===== config.mk =====
export PLATFORM = sky130hd
export DESIGN_NAME = if_fetch
export DESIGN_NICKNAME = d
export VERILOG_FILES = /design/src/rtl/if_fetch.sv
export SDC_FILE = /design/constraint.sdc
export NUM_CORES = 1
export LEC_CHECK = 0
export ABC_AREA = 0
export CORE_MARGIN = 8
export CORE_UTILIZATION = 45
export DETAILED_ROUTE_END_ITERATION = 10
export PLACE_DENSITY = 0.84
export SLEW_MARGIN = 10
export SYNTH_ARGS = -nofsm -noshare
export SYNTH_HDL_FRONTEND = slang
export SYNTH_SLANG_ARGS = --single-unit

===== constraint.sdc =====
create_clock -name clk -period 12.6 [get_ports clk]
set_clock_uncertainty 0.1 [all_clocks]
set_input_delay 1.89 -clock clk [delete_from_list [all_inputs] [get_ports clk]]
set_output_delay 1.89 -clock clk [all_outputs]
set_load 0.005 [all_outputs]

===== src/rtl/if_fetch.sv =====
// rtl/if_fetch.sv - instruction-fetch stage with IF/ID register; optional misaligned-fetch exception under IF_MISALIGN_EXC_EN
module if_fetch #(
   parameter int ADDR_W = 64,
   parameter int INST_W = 32
) (
   input  logic              clk,
   input  logic              rst,
   input  logic [ADDR_W-1:0] pc_i,
   input  logic              flush_i,
   input  logic              stall_i,
   output logic              mem_req_valid_o,
   output logic [ADDR_W-1:0] mem_req_addr_o,
   input  logic              mem_req_ready_i,
   input  logic              mem_rsp_valid_i,
   input  logic [INST_W-1:0] mem_rsp_data_i,
   output logic              pc_stall_o,
   output logic [ADDR_W-1:0] if_pc_o,
   output logic [INST_W-1:0] if_inst_o,
   output logic              if_valid_o,
   output logic              if_exc_o
);

   localparam logic [1:0] S_IDLE = 2'd0;
   localparam logic [1:0] S_REQ  = 2'd1;
   localparam logic [1:0] S_WAIT = 2'd2;
   localparam logic [1:0] S_HOLD = 2'd3;

   localparam logic [INST_W-1:0] NOP_INST = INST_W'('h13);

   logic [1:0]        state;
   logic              drop;
   logic [ADDR_W-1:0] req_pc;
   logic [ADDR_W-1:0] hold_pc;
   logic [INST_W-1:0] hold_inst;

   logic              misalign;
   logic              xfer;
   logic [ADDR_W-1:0] xfer_pc;
   logic [INST_W-1:0] xfer_inst;

`ifdef IF_MISALIGN_EXC_EN
   logic hold_exc;
   logic xfer_exc;
   assign misalign = (state == S_REQ) && (pc_i[1:0] != 2'b00);
   assign xfer_exc = (state == S_HOLD) ? hold_exc : misalign;
`else
   assign misalign = 1'b0;
`endif

   // A misaligned PC never reaches memory; the address bus is quiet whenever no request is offered
   assign mem_req_valid_o = (state == S_REQ) && !misalign;
   assign mem_req_addr_o  = mem_req_valid_o ? pc_i : '0;
   assign pc_stall_o      = !xfer;

   // Select the entry moving into IF/ID this cycle, if any
   always_comb begin
      xfer      = 1'b0;
      xfer_pc   = req_pc;
      xfer_inst = mem_rsp_data_i;
      case (state)
         S_WAIT: xfer = mem_rsp_valid_i && !drop && !flush_i && !stall_i;
         S_HOLD: begin
            xfer      = !stall_i && !flush_i;
            xfer_pc   = hold_pc;
            xfer_inst = hold_inst;
         end
         S_REQ: begin
            if (misalign) begin
               xfer      = !stall_i && !flush_i;
               xfer_pc   = pc_i;
               xfer_inst = NOP_INST;
            end
         end
         default: xfer = 1'b0;
      endcase
   end

   // Fetch FSM: one outstanding request, stale responses discarded via drop
   always_ff @(posedge clk or posedge rst) begin
      if (rst) begin
         state     <= S_IDLE;
         drop      <= 1'b0;
         req_pc    <= '0;
         hold_pc   <= '0;
         hold_inst <= '0;
      end else begin
         case (state)
            S_IDLE: state <= S_REQ;
            S_REQ: begin
               if (misalign) begin
                  if (!flush_i && stall_i) begin
                     hold_pc   <= pc_i;
                     hold_inst <= NOP_INST;
                     state     <= S_HOLD;
                  end
               end else if (mem_req_ready_i) begin
                  req_pc <= pc_i;
                  drop   <= flush_i;
                  state  <= S_WAIT;
               end
            end
            S_WAIT: begin
               if (mem_rsp_valid_i) begin
                  drop <= 1'b0;
                  if (drop || flush_i) begin
                     state <= S_REQ;
                  end else if (stall_i) begin
                     hold_pc   <= req_pc;
                     hold_inst <= mem_rsp_data_i;
                     state     <= S_HOLD;
                  end else begin
                     state <= S_REQ;
                  end
               end else if (flush_i) begin
                  drop <= 1'b1;
               end
            end
            S_HOLD: begin
               if (flush_i || !stall_i) state <= S_REQ;
            end
            default: state <= S_IDLE;
         endcase
      end
   end

   // IF/ID pipeline register: flush kills, stall holds, otherwise load or bubble
   always_ff @(posedge clk or posedge rst) begin
      if (rst) begin
         if_valid_o <= 1'b0;
         if_pc_o    <= '0;
         if_inst_o  <= '0;
      end else if (flush_i) begin
         if_valid_o <= 1'b0;
      end else if (!stall_i) begin
         if_valid_o <= xfer;
         if (xfer) begin
            if_pc_o   <= xfer_pc;
            if_inst_o <= xfer_inst;
         end
      end
   end

`ifdef IF_MISALIGN_EXC_EN
   // Exception flag travels with the held entry and with the IF/ID valid bit
   always_ff @(posedge clk or posedge rst) begin
      if (rst) begin
         hold_exc <= 1'b0;
         if_exc_o <= 1'b0;
      end else begin
         if (state == S_REQ && misalign && !flush_i && stall_i) hold_exc <= 1'b1;
         else if (state == S_WAIT && mem_rsp_valid_i) hold_exc <= 1'b0;
         if (flush_i) if_exc_o <= 1'b0;
         else if (!stall_i) if_exc_o <= xfer && xfer_exc;
      end
   end
`else
   assign if_exc_o = 1'b0;
`endif

endmodule

==> flow_metrics.tcl <==
set metrics [dict create \
    root_buffer "clkbuf_16" \
    core_um2 25000 \
    grt_pass1_wl_mm 42.1 \
    status "completed" \
    worstMarginPinSlew_ns 1.05 \
    synth-adder-area-share_pct 0.442 \
    ys_top_cells_by_area "dfrtp_1 (57%), mux2_2 (35%), and2_1 (3.5%)" \
    drtIter0Drc 314 \
    setup_violations 0 \
    cts_tree "yes" \
    grt_use_total_pct 16.8 \
    cp.arrival_ns 3.39 \
    placement.io_buffers 264 \
    synth_largest_area_cell "dfrtp_1" \
    synth-compound-area-share_pct 0.486 \
    post_cts_buffers 0 \
    p_leak_nw 6.53 \
    place_ws_ns 7.20 \
    startpoint_type "input port" \
    hp-class "reg -> reg" \
    synth_warnings 0 \
    fillers 1905 \
    h-tree-depth 1 \
    rrSetupSlack_ns 9.05 \
    gr-usage-met1_pct 20.8 \
    r2r_cells 6 \
    grt_setup_unrepaired "no" \
    synth_top_area_share_pct 57.4 \
    synth.distinct_cells 27 \
    min_from "if_pc_o[54]" \
    critical_path_class "in -> out" \
    yosys.area_share.simple_pct 4.12 \
    synth_cells 751 \
    crit_path_start "mem_rsp_valid_i" \
    fp-row-count 58 \
    cts_buffers 27 \
    drc_errors 0 \
    drive_gt1_share_pct 39.4 \
    fin_ws_ns 7.22 \
    grt-busiest-layer "met2" \
    routedWlPerCell_um 19.1 \
    vdd_drop_max_mv 0.142 \
    maxCapViolCount 0 \
    cts_buffer_depth 3 \
    vias 6875 \
    period_minus_slack_ns 5.38 \
    nets 1110 \
    met2_usage_pct 27.7 \
    dp_hpwl_mm 16.9 \
    ant_nets 0 \
    grt_pass1_vias 7802 \
    p_per_area_nw_per_um2 235 \
    crit_fanout 3 \
    hold_viol_final 0 \
    slew_headroom_pct 30.2 \
    ys_ff_latch 260 \
    insertion_delay_ns 0.53 \
    totalWireLength_mm 25.8 \
    period_share_pct 42.7 \
    fin_tns_setup_ns 0 \
    fp.dieH_um 175 \
    max_freq_mhz 186 \
    cp_data_required_time_ns 10.61 \
    start_util_pct 45.4 \
    syn_area_per_cell_um2 15.1 \
    syn_area_um2 11300 \
    worst_setup_path_end_kind "primary output" \
    fp.dieW_um 175 \
    holdBufCountCts 0 \
    gp_congestion 0.715 \
    die_area_um2 30500 \
    grt_start_max_net_pins 99 \
    ios 266 \
    cts_sinks 260 \
    syn-num-nets 857 \
    ys_seq_area_share_pct 57.4 \
    synth_mux_area_share_pct 35.2 \
    crit_end "pc_stall_o" \
    vias_per_cell 5.07 \
    cts_resized 0 \
    use_met3_pct 5.68 \
    r2r_start "state[0]" \
    area_growth_pct 33.5 \
    clkTransAtPathRegs_ns 0.06 \
    synth_top_family_by_area "multiplexers" \
    timing.rr.end "if_inst_o[24]" \
    synth_xor_area_share_pct 0 \
    drv_slew 0 \
    antenna_found_initial 2 \
    first_pass_iters 4 \
    grt.overflow.total 0 \
]
[layout by cell type, fill, tap and decap left out, types with 2 or more instances in the layout]
cell | synthesis | routed
clkdlybuf4s50_1 | 0 | 264
clkbuf_8 | 0 | 6
mux2_1 | 2 | 2
and2_1 | 64 | 64
ha_1 | 4 | 2
ha_4 | 0 | 2
clkinv_2 | 0 | 3
clkbuf_1 | 17 | 11
bufinv_16 | 0 | 2
inv_1 | 7 | 6
clkbuf_16 | 0 | 27
mux2i_1 | 2 | 2
dfrtp_1 | 260 | 260
buf_4 | 6 | 7
mux2_2 | 350 | 350
[registers in the layout (all words and copies together) (netlist names)]
name and count:
drop 1, hold_inst 32, hold_pc 64, if_inst_o 32, if_pc_o 64, if_valid_o 1
req_pc 64, state 2
[cell families after synthesis]
kind of cell / after synthesis
AND/OR/NAND/NOR: 71
adder cells (fa/ha/maj): 4
multiplexers: 354
buffers and inverters: 54
other: 1
flip-flops: 260
AO/OA/AOI/OAI: 7
[through the flow]
stage | hold WS, ns | util, % | area (um2) | power, W | instances
global route | 0.414 | 60.6 | 15100 | 0.00379 | 1355
global placement | 0.375 | 57.1 | 14200 | 0.00274 | 1305
finish | 0.395 | 60.6 | 15100 | 0.00356 | 1355
CTS | 0.398 | 60.6 | 15100 | 0.00361 | 1354
floorplan | 0.375 | - | 11300 | 0.00213 | 751
detailed placement | 0.383 | 57.1 | 14200 | 0.00280 | 1305
[report_power, final]
| group | internal, W | leakage [nW] | switching (W) |
|---|---|---|---|
| combinational | 0.000896 | 2.83 | 0.000450 |
| clock | 0.000471 | 0.429 | 0.000315 |
| sequential | 0.00121 | 3.27 | 0.000210 |
| total | 0.00258 | 6.53 | 0.000975 |
[cell type report]
type | count | area, um2 | area share, %
repair buffers | 271 | 2700 | 17.8
clock buffers | 44 | 800 | 5.28
flip-flops and latches | 260 | 6510 | 43.0
diodes | 1 | 2.50 | 0.0165
inverters | 7 | 33.8 | 0.223
multi-input cells | 437 | 4610 | 30.4
clock inverters | 5 | 75.1 | 0.496
well taps | 330 | 413 | 2.73
[how the worst min path moves through the flow]
stage / endpoint / slack, ns / depth (start not counted)
2_1_floorplan: hold_inst[0] / 0.37 / 1
3_3_place_gp: if_pc_o[53] / 0.38 / 1
3_5_place_dp: if_pc_o[54] / 0.38 / 1
4_1_cts: if_pc_o[54] / 0.40 / 1
5_1_grt: if_pc_o[35] / 0.41 / 1
6_report: if_pc_o[54] / 0.40 / 1
[per-layer routing]
layer	vias to the layer above	wire, um	part of all wire (%)
li1	3151	-	-
met1	3475	11100	43
met2	204	12100	47
met3	43	2030	7.9
met4	2	558	2.2
met5	-	13	0.050
[worst max-delay path: stages]
cell and delay (ns):
clkdlybuf4s50_1 0.55, nand3b_4 0.13, a211oi_4 0.26, inv_1 0.06, clkdlybuf4s50_1 0.51
[Yosys cell counts]
cell        n
mux2_2    350
dfrtp_1   260
and2_1     64
buf_2      21
clkbuf_1   17
inv_1       7
buf_4       6
ha_1        4
buf_6       2
mux2_1      2
mux2i_1     2
a211oi_1    1
a211oi_2    1
a21oi_1     1
a31o_2      1
and3_1      1
buf_1       1
conb_1      1
nand2_1     1
nand2b_1    1
nand3b_1    1
nand3b_4    1
nor3b_2     1
nor4bb_1    1
o211ai_1    1
o21bai_1    1
o22ai_1     1
Power figures use the tool's default switching activity.
